## src/rtl/regbank_writeback.sv

```systemverilog
// Writeback queue between the execute units and the register bank write port.
// Optional forwarding of pending data is enabled with `define REGBANK_WB_FORWARD_EN.
module regbank_writeback #(
    parameter int DEPTH        = 4,
    parameter int WIDTH        = 32,
    parameter int REG_SEL      = 5,
    parameter int PRED_REG_SEL = 3
) (
    input  logic                     clk,
    input  logic                     reset,
    // in_valid/in_ready: an entry transfers on a rising edge where both are high;
    // while in_ready is low the producer holds in_valid and its payload stable.
    input  logic                     in_valid,
    output logic                     in_ready,
    input  logic [REG_SEL-1:0]       in_addr,
    input  logic                     in_bank_sel,
    input  logic [WIDTH-1:0]         in_data,
    input  logic                     flush,
    output logic                     write_enable,
    output logic [REG_SEL-1:0]       addr_z,
    output logic [WIDTH-1:0]         data_z,
    output logic                     z_regbank_sel,
    input  logic [REG_SEL-1:0]       chk_addr_a,
    input  logic [REG_SEL-1:0]       chk_addr_b,
    input  logic                     chk_sel_a,
    input  logic                     chk_sel_b,
    output logic                     hazard_a,
    output logic                     hazard_b,
    output logic [$clog2(DEPTH):0]   count
`ifdef REGBANK_WB_FORWARD_EN
    ,
    output logic [WIDTH-1:0]         fwd_data_a,
    output logic [WIDTH-1:0]         fwd_data_b
`endif
);

    localparam int AW = $clog2(DEPTH);
    localparam int CW = AW + 1;

    typedef struct packed {
        logic [REG_SEL-1:0] addr;
        logic               sel;
        logic [WIDTH-1:0]   data;
    } entry_t;

    entry_t          mem_q [DEPTH];
    entry_t          mem_d [DEPTH];
    logic [AW-1:0]   wr_ptr_q, wr_ptr_d;
    logic [AW-1:0]   rd_ptr_q, rd_ptr_d;
    logic [CW-1:0]   count_q, count_d;
    logic            we_q, we_d;
    entry_t          out_q, out_d;
    logic            push;
    logic            pop;

    // Ready looks only at occupancy, never at a same-cycle pop.
    assign in_ready = (count_q != CW'(DEPTH));
    assign push     = in_valid & in_ready;
    assign pop      = (count_q != '0);

    always_comb begin
        mem_d    = mem_q;
        wr_ptr_d = wr_ptr_q;
        rd_ptr_d = rd_ptr_q;
        count_d  = count_q;
        we_d     = 1'b0;
        out_d    = out_q;
        if (flush) begin
            wr_ptr_d = '0;
            rd_ptr_d = '0;
            count_d  = '0;
        end else begin
            if (push) begin
                mem_d[wr_ptr_q] = '{addr: in_addr, sel: in_bank_sel, data: in_data};
                wr_ptr_d        = wr_ptr_q + 1'b1;
            end
            if (pop) begin
                out_d    = mem_q[rd_ptr_q];
                we_d     = 1'b1;
                rd_ptr_d = rd_ptr_q + 1'b1;
            end
            count_d = count_q + CW'(push) - CW'(pop);
        end
    end

    always_ff @(posedge clk or posedge reset) begin
        if (reset) begin
            mem_q    <= '{default: '0};
            wr_ptr_q <= '0;
            rd_ptr_q <= '0;
            count_q  <= '0;
            we_q     <= 1'b0;
            out_q    <= '0;
        end else begin
            mem_q    <= mem_d;
            wr_ptr_q <= wr_ptr_d;
            rd_ptr_q <= rd_ptr_d;
            count_q  <= count_d;
            we_q     <= we_d;
            out_q    <= out_d;
        end
    end

    assign write_enable  = we_q;
    assign addr_z        = out_q.addr;
    assign data_z        = out_q.data;
    assign z_regbank_sel = out_q.sel;
    assign count         = count_q;

    // Predicate registers are addressed by their low PRED_REG_SEL bits only.
    function automatic logic addr_match(entry_t e, logic [REG_SEL-1:0] a, logic s);
        if (e.sel != s) return 1'b0;
        if (s) return e.addr[PRED_REG_SEL-1:0] == a[PRED_REG_SEL-1:0];
        return e.addr == a;
    endfunction

    always_comb begin
        hazard_a = we_q & addr_match(out_q, chk_addr_a, chk_sel_a);
        hazard_b = we_q & addr_match(out_q, chk_addr_b, chk_sel_b);
        for (int i = 0; i < DEPTH; i++) begin
            if (CW'(i) < count_q) begin
                hazard_a = hazard_a | addr_match(mem_q[rd_ptr_q + AW'(i)], chk_addr_a, chk_sel_a);
                hazard_b = hazard_b | addr_match(mem_q[rd_ptr_q + AW'(i)], chk_addr_b, chk_sel_b);
            end
        end
    end

`ifdef REGBANK_WB_FORWARD_EN
    function automatic logic [WIDTH-1:0] wb_value(entry_t e);
        return e.sel ? WIDTH'(e.data[0]) : e.data;
    endfunction

    // Walk oldest to youngest so the last match seen is the youngest one.
    always_comb begin
        fwd_data_a = '0;
        fwd_data_b = '0;
        if (we_q && addr_match(out_q, chk_addr_a, chk_sel_a)) fwd_data_a = wb_value(out_q);
        if (we_q && addr_match(out_q, chk_addr_b, chk_sel_b)) fwd_data_b = wb_value(out_q);
        for (int i = 0; i < DEPTH; i++) begin
            if (CW'(i) < count_q) begin
                if (addr_match(mem_q[rd_ptr_q + AW'(i)], chk_addr_a, chk_sel_a))
                    fwd_data_a = wb_value(mem_q[rd_ptr_q + AW'(i)]);
                if (addr_match(mem_q[rd_ptr_q + AW'(i)], chk_addr_b, chk_sel_b))
                    fwd_data_b = wb_value(mem_q[rd_ptr_q + AW'(i)]);
            end
        end
    end
`endif

endmodule

```

## config.mk

```make
export PLATFORM = sky130hd
export DESIGN_NAME = regbank_writeback
export DESIGN_NICKNAME = d
export VERILOG_FILES = /design/src/rtl/regbank_writeback.sv
export SDC_FILE = /design/constraint.sdc
export NUM_CORES = 1
export LEC_CHECK = 0
export BUFFER_PORTS_ARGS = -buffer_cell sky130_fd_sc_hd__buf_2
export CORE_ASPECT_RATIO = 0.9
export CORE_UTILIZATION = 55
export CTS_BUF_LIST = sky130_fd_sc_hd__clkbuf_8
export CTS_CLUSTER_DIAMETER = 80
export CTS_CLUSTER_SIZE = 40
export DETAILED_ROUTE_END_ITERATION = 12
export PLACE_DENSITY = 0.82
export SLEW_MARGIN = 20
export SYNTH_ARGS = -nofsm -noshare
export SYNTH_HDL_FRONTEND = slang
export SYNTH_SLANG_ARGS = --single-unit
```

## constraint.sdc

```tcl
create_clock -name clk -period 15.27 [get_ports clk]
set_input_delay 1.527 -clock clk [delete_from_list [all_inputs] [get_ports clk]]
set_output_delay 1.527 -clock clk [all_outputs]
set_load 0.005 [all_outputs]
```

-- Yosys cells after proc, flatten, opt, wreduce, memory -nomap -nowiden
Index checks and enable logic that the tools add are counted.
W data, S select, Z words.
- bits in registers: 198
- bits in latches: 0
- bits in writable memories: 0
- ROM bits: 0
- memories kept: 0
- add/sub/neg operators: 6
- $mul: 0
- divide/modulo/power cells: 0
- order comparisons: 10
- eq/ne operators: 31
- shift operators: 0
- muxes and demuxes: 116
- bitwise operators: 17
- reductions and logical operators: 6
- operator list (operator ; number):
    $mux W38 ; 9
    $bmux W38 S2 ; 4
    $bwmux W152 ; 1
    $mux W1 ; 96
    $demux W38 S2 ; 1
    $eq A5 B5 Y1 ; 10
    $eq A3 B3 Y1 ; 10
    $ge A3 B3 Y1 const B ; 5
    $not A2 Y3 ; 5
    $ne A1 B1 Y1 ; 10
    $mux W2 ; 4
    $or A1 B1 Y1 ; 8
    $lt A1 B3 Y1 const A ; 2
    $lt A2 B3 Y1 const A ; 2
    $add A2 B1 Y2 const B ; 2
    $add A2 B2 Y2 const B ; 2
    $reduce_and A2 Y1 ; 2
    $reduce_bool A2 Y1 ; 2
    $add A3 B1 Y3 ; 1
    $and A1 B1 Y1 ; 3
    $lt A3 B1 Y1 const B ; 1
    $mux W3 ; 1
    $ne A3 B3 Y1 const B ; 1
    $reduce_bool A3 Y1 ; 1
    3 further kinds ; 3

-- Longest topological paths before layout
Gate-level depths: netlist of the first run.
- depth in word-level cells: 20
- mapped depth: 9
- gate-level depth less buffers: 8

-- Worst setup path before layout of the first run
No wires, ideal clock.
- path type: input to output
- from: input port chk_addr_b[4]
- to: output port hazard_b
- arrival time: 2.681 ns
- required time: 13.743 ns
- setup slack: 11.062 ns
- stages: 5
- buffers on the path: 1
- path through: clkbuf_1 -> xor2_1 -> or3_1 -> a2111oi_0 -> or4_1
- longest elaborated chain between the ends: 12
- elaborated cells between the ends (all ways): 28
- classes of those cells: eq/ne: 5; mux: 18; bitwise: 5
- ends and longest elaborated chain (element ; line ; RTL):
    from (decl) ; 24 ; input logic [REG_SEL-1:0] chk_addr_b,
    $eq A5 B5 Y1 ; 114 ; return e.addr == a;
    $mux W1 ; 114 ;
    $mux W1 ; 113 ; if (s) return e.addr[PRED_REG_SEL-1:0] == a[PRED_REG_SEL-1:0];
    $and A1 B1 Y1 or $mux W1 (tied branches) ; 119, 121 ;
    $or A1 B1 Y1 ; 123 ; hazard_b = hazard_b | addr_match(mem_q[rd_ptr_q + AW'(i)], chk_addr_b, chk_sel_b);
    $mux W1 ; 121 ; if (CW'(i) < count_q) begin
    $or A1 B1 Y1 ; 123 ;
    $mux W1 ; 121 ;
    $or A1 B1 Y1 ; 123 ;
    $mux W1 ; 121 ;
    $or A1 B1 Y1 ; 123 ;
    $mux W1 * ; 121 ;
    to (decl) ; 28 ; output logic hazard_b,
Mark *: on every way between the ends. The rest lies on a longest branch, timed or not. The select of a mux whose other input is x is not followed.

-- Worst setup path after layout of the first run
- from: register rd_ptr_q[0]
- to: output port hazard_a
- longest elaborated chain between the ends: 17
- elaborated cells between the ends (all ways): 63
- classes of those cells: add/sub: 3; eq/ne: 12; mux: 40; bitwise: 8
- ends and longest elaborated chain (element ; line ; RTL):
    from (decl) ; 49 ; logic [AW-1:0] rd_ptr_q, rd_ptr_d;
    from (signal assigned) ; 97 ; rd_ptr_q <= rd_ptr_d;
    parallel branches: the longest is 16 deep, another holds $add A2 B1 Y2 ; - ;
    $mux W1 * ; 121 ;
    to (decl) ; 27 ; output logic hazard_a,
Every way passes the cells marked *. The select of a mux whose other input is x is not followed.

==> results of run 1 <==
## cell usage in the layout, fill, tap and decap left out, types with 4 or more instances in the layout
master	Yosys	routed
a21oi_1	4	4
a31oi_1	7	6
buf_2	23	98
clkbuf_8	0	19
dfrtp_1	198	196
ha_1	8	8
inv_1	12	11
inv_6	0	7
mux2_2	191	191
mux2i_1	8	8
mux4_1	13	13
mux4_2	43	43
nand2_1	12	8
nand2_4	0	4
nand3_1	4	4
nand4_1	7	7
nor2_1	9	9
or4_1	4	4
xnor2_1	32	32
xor2_1	22	22
## cell usage after synthesis, types with 3 or more instances
library cell,count,area share (%)
nand3_1,4,0.20
xor2_1,22,2.0
buf_2,23,1.2
a21oi_1,4,0.20
nor2_1,9,0.35
inv_1,12,0.46
or4_1,4,0.31
buf_4,6,0.46
a31oi_1,7,0.45
o21ai_0,3,0.15
xnor2_1,32,2.9
mux2_2,191,22
ha_1,8,1.0
mux2i_1,8,0.82
mux4_2,43,9.9
clkbuf_1,12,0.46
nand4_1,7,0.45
mux4_1,13,3.5
nand2_1,12,0.46
dfrtp_1,198,51
## cell families after synthesis
| logic type | share of synthesized area [%] |
|---|---|
| xor gates and xnor gates | 4.84 |
| DFF | 50.7 |
| adders and majority gates | 1.23 |
| and+or+nand+nor | 2.40 |
| buffers and inverters | 3.22 |
| AOI/OAI and AO/OA | 1.45 |
| muxes | 36.2 |
## flip-flops by register name, summed over array words and instances, names as in the netlist
register	count
wr_ptr_q	2
rd_ptr_q	2
count	3
write_enable	1
data_z	32
z_regbank_sel	1
addr_z	5
mem_q	152
## stage by stage
step | power, mW | hold slack, ns | cell area, µm²
3_5_place_dp | 1.81 | 0.486 | 10300
6_report | 2.13 | 0.508 | 10800
3_3_place_gp | 1.75 | 0.478 | 10300
5_1_grt | 2.27 | 0.520 | 10800
4_1_cts | 2.15 | 0.510 | 10800
2_1_floorplan | 1.58 | 0.470 | 9780
## layout make-up
| type | instances | area, µm² | share of cell area (%) |
|---|---|---|---|
| well taps | 235 | 294 | 2.72 |
| multi-input cells | 385 | 4560 | 42.2 |
| repair buffers | 100 | 509 | 4.72 |
| clock buffers | 19 | 262 | 2.42 |
| clock inverters | 13 | 156 | 1.45 |
| inverters | 12 | 52.6 | 0.487 |
| flip-flops and latches | 198 | 4960 | 46.0 |
| diodes | 1 | 2.50 | 0.0232 |
## layer usage
metal	wire length [µm]	up-vias	global-route usage, %
met3	805	12	5.02
met5	13	-	0
met2	9620	112	38.1
met4	120	2	5.06
met1	8370	2951	29.6
li1	-	2530	-
## power by group through the flow
stage | sequential [mW] | combinational (mW) | clock, mW
3_5_place_dp | 0.978 | 0.830 | 0
5_1_grt | 1.00 | 0.895 | 0.373
3_3_place_gp | 0.952 | 0.799 | 0
6_report | 0.963 | 0.823 | 0.342
4_1_cts | 0.965 | 0.833 | 0.352
2_1_floorplan | 0.873 | 0.710 | 0
## worst max-delay path, cell delays in order, from the launching register on
cell and delay [ns]:
dfrtp_4 1.12, mux4_1 0.71, xnor2_1 0.15, a32oi_1 0.20, o32ai_1 0.10, or4_1 0.53
buf_2 0.15
## worst paths after layout
check | cells past startpoint | startpoint | end | slack (ns)
max in group asynchronous | 3 | reset | mem_q[35] | 12.82
min in group asynchronous | 2 | reset | data_z[8] | 1.19
setup reg to reg | 5 | count[0] | mem_q[107] | 12.73
setup / recovery | 6 | rd_ptr_q[0] | hazard_a | 10.32
hold reg to reg | 1 | mem_q[117] | mem_q[117] | 0.51
hold / removal | 1 | mem_q[117] | mem_q[117] | 0.51
==> out/qor.yml, run 1 <==
cts_max_level: 4
setup_ws_ns: 10.32
worst_ep_required_time_ns: 13.74
fin_util_pct: 63.1
hpwl_um: 12200
finalCriticalPeriod_ns: 4.95
yosysWarnings: 0
crit_type: "flop to primary output"
setup_violations: 0
slew_violations: 0
ctsHoldBuffers: 0
wl_per_cell_um: 19.7
drtIter0Drc: 290
syn2layout_area_growth_pct: 10.4
place_inst: 930
vias_per_cell: 5.82
switching_share_pct: 32.9
synth_cells: 641
grt_first_pass_wirelength_um: 31000
core_mm2: 0.0171
first_pass_iters: 4
cts-root-buf: "clkbuf_8"
drive_gt1_share_pct: 51.6
io_pins: 99
p_int_mw: 1.43
pwr-share-comb_pct: 38.7
gp_congestion: 0.843
drc_errors: 0
p_sw_mw: 0.699
vdd_drop_max_mv: 0.121
overflow: 0
cts_resized: 0
initial_core_util_pct: 57.1
wl_um: 18900
rows: 45
grt_pass1_vias: 5973
grt_max_degree: 117
status: "finished, final reports clean"
post-route-period-util_pct: 32.4
clkSinkCount: 198
hold_class: "flop to flop"
synth_cell_type_count: 38
ant_nets: 0
place.port_buffers: 98
p_leak_nw: 4.84
synth_edf_count: 0
seq_area_frac_synth_pct: 50.7
avgSynthCellArea_um2: 15.3
dieArea_mm2: 0.0183
synth_ff_type: "dfrtp_1"
async_reset_ff_share_pct: 100
cp-end-kind: "primary output"
grt.total_usage_pct: 22.4
netlist_area_mm2: 0.00978
tns_ns: 0
cts_setup_buffers: 0
seqPwrFrac_pct: 45.3
p_per_area_mw_per_mm2: 197
skew_ns: 0.0261
fp.dieW_um: 143
clockBufferDepth: 2
cts_buffers: 17
clk_pin_slew_ns: 0.10
max_cap_viol_count: 0
finalNonFillerCells: 963
pre_cts_ws_ns: 10.80
cts_tree: "done"
nFillCells: 1306
pwr-share-clk_pct: 16.1
startpoint_type: "flop"
ys_seq_elements: 198
antenna_found_initial: 2
finalHoldViolCount: 0
clk_latency_ns: 0.47
cp_max_fo: 66
rsz0062_at_grt: "false"
syn-num-nets: 704
final_nets: 777
worstPathArrival_ns: 3.43
max-slew-margin-rel_pct: 32.6
tightestPinTransition_ns: 1.01
via_count: 5607
dieHeight_um: 129
fmax_mhz: 202
(Power assumes the default switching activity.)
==> run 2, diff against run 1 <==
ABC_AREA = 1   (was not set)
clock period = 4.6 ns   (was 15.27 ns; I/O delays follow)
==> out/qor.yml, run 2 <==
ctsHoldBuffers: 0  # unchanged
status: "finished, final reports clean"
io_pins: 99  # unchanged
yosysMostFrequentCell: "nand2_1"
tightestPinTransition_ns: 1.09  # +0.0802 ns
wl_um: 24500  # +29%
final_common_cell: "nand2_1"
synth_ff_type: "dfrtp_1"
grt_first_pass_wirelength_um: 40500  # +31%
core_mm2: 0.0179  # +4.6%
timing.hold.ws_ns: 0.0791  # -0.429 ns
startpoint_type: "flop"
cts_buffers: 17  # unchanged
crit_type: "flop to primary output"
routed-wl-met3_um: 1480  # +84%
synth_cell_type_count: 34  # -11%
rows: 46  # +2.2%
fp.dieW_um: 146  # +2.1%
top_layer: "met5"
overflow: 0  # unchanged
dr_wl_met2_um: 11700  # +22%
syn2layout_area_growth_pct: 9.96
dieHeight_um: 131  # +2.1%
cp_max_fo: 44  # -33%
seqCellArea_mm2: 0.00495  # -0.15%
dieArea_mm2: 0.0191  # +4.3%
finalHoldViolCount: 0  # unchanged
wl_per_cell_um: 15.9  # -19%
syn-num-nets: 1276  # +81%
finalNonFillerCells: 1541  # +60%
synth_edf_count: 0  # unchanged
largest_reg_flops: 152  # unchanged
wl_met1_um: 10800  # +29%
hpwl_um: 16300  # +33%
via_count: 8533  # +52%
yosys-top-cells-area: "dfrtp_1 49%, nand2_1 17%, mux2_2 9.3%"
p_leak_nw: 5.76  # +19%
grt.total_usage_pct: 26.7  # +4.3 points
clk_latency_ns: 0.48  # about the same
finalCriticalPeriod_ns: 3.89
max_cap_viol_count: 0  # unchanged
path_common_cell: "nand2_1"
stdcell_area_mm2: 0.0112  # +4.0%
worst_ep_required_time_ns: 4.14  # -9.60 ns
cts_setup_buffers: 0  # unchanged
setup_violations: 0  # unchanged
clkSinkCount: 198  # unchanged
cts_max_level: 4  # unchanged
final_cell_mix: "475 x nand2_1, 198 x dfrtp_1, 110 x inv_1, 98 x buf_2, 84 x mux2_2"
clockBufferDepth: 2  # unchanged
place_inst: 1508  # +62%
final_nets: 1350  # +74%
nFillCells: 1528  # +17%
cts-root-buf: "clkbuf_8"
place.port_buffers: 98  # unchanged
slowest_delay_ns: 0.61  # -0.51 ns
cts_resized: 0  # unchanged
yosys.area.top_type: "dfrtp_1"
yosysTopAreaCellShare_pct: 48.5  # -2.1 points
multiInputGateArea_mm2: 0.00454  # -0.30%
regMostFlops: "mem_q"
path_cells: "buf_4 -> inv_4 -> nand2_2 -> nand2_2 -> nand2_1 -> nand2_1 -> a21oi_1 -> nand2_1 -> nor2_1 -> nand2_1 -> nand2_1 -> inv_1 -> nand2_1 -> buf_2"
max-slew-margin-rel_pct: 26.8  # -5.8 points
p_per_area_mw_per_mm2: 665  # +240%
cp-end-kind: "primary output"
clk_pin_slew_ns: 0.10  # about the same
gp_congestion: 0.915  # +8.5%
synth_cells: 1213  # +89%
antenna_found_initial: 2  # unchanged
async_reset_ff_share_pct: 100  # unchanged
avgSynthCellArea_um2: 8.42  # -45%
ys_seq_elements: 198  # unchanged
grt_max_degree: 169  # +44%
grt_pass1_vias: 8001  # +34%
drc_errors: 0  # unchanged
vias_per_cell: 5.54  # -4.9%
place_area_mm2: 0.0108  # +4.5%
netlist_area_mm2: 0.0102  # +4.4%
initial_core_util_pct: 57.0  # -0.096 points
tns_ns: 0  # unchanged
skew_ns: 0.0198  # -0.00634 ns
first_pass_iters: 8  # +4
cts_tree: "done"
total_power_mw: 7.46  # +250%
vdd_drop_max_mv: 0.379  # +210%
ant_nets: 0  # unchanged
cp_slowest_cell: "nand2_2"
rsz0062_at_grt: "false"
seq_area_frac_synth_pct: 48.5  # -2.1 points
post-route-period-util_pct: 84.6
fmax_mhz: 257
hold_class: "input pin to async pin"
synth_commonest_cells: "476 x nand2_1, 198 x dfrtp_1, 111 x inv_1"
drive_gt1_share_pct: 19.5  # -32 points
yosysWarnings: 0  # unchanged
drtIter0Drc: 722  # +150%
worstPathArrival_ns: 3.43  # about the same
slew_violations: 0  # unchanged
-- run 2: final timing paths --
path | from | endpoint | slack, ns | depth (start not counted)
worst max-delay path | rd_ptr_q[0] | hazard_a | 0.71 | 14
worst min-delay path | reset | data_z[0] | 0.08 | 2
worst max register to register | rd_ptr_q[1] | data_z[7] | 1.55 | 7
worst min register to register | data_z[0] | data_z[0] | 0.48 | 2
max in group asynchronous | reset | mem_q[10] | 3.28 | 3
min in group clk | flush | count[0] | 0.19 | 2
-- run 2: power breakdown --
part	switching, mW	internal, mW
Sequential	0.439	2.50
Combinational	2.10	1.28
Clock	0.723	0.418
Total	3.26	4.20
-- run 2: through the flow --
step                      utilization (%)  setup slack, ns
after floorplan                         -             1.58
after global placement               60.4             1.33
after detailed placement             60.4             1.23
after CTS                            62.7            0.713
after global routing                 62.7            0.464
final                                62.7            0.708
-- run 2: metal layers --
metal	vias up	GRT usage, %
met3	48	5.63
met5	-	0
li1	4064	-
met4	2	10.4
met1	4129	35.4
met2	290	43.2
-- run 2: layout make-up --
type	instances	share of cell area, %
Sequential cell	198	44.1
Multi-Input combinational cell	847	40.5
Timing Repair Buffer	108	5.15
Inverter	115	3.90
Tap cell	240	2.67
Clock buffer	17	2.08
Clock inverter	15	1.59
Antenna cell	1	0.0223
-- run 2: cells by family after synthesis --
family                     share of synthesized area, %
xor gates and xnor gates                          0.515
DFF                                                48.5
adders and majority gates                          1.18
and+or+nand+nor                                    24.4
buffers and inverters                              7.19
muxes                                              10.9
AOI/OAI and AO/OA                                  7.28
-- run 2: worst max-delay path, delay by kind of cell (launching register included) --
family / cells / cell delay, ns
compound gates: 1 / 0.14
simple gates: 9 / 1.72
flops: 1 / 0.34
buf+inv: 4 / 0.75
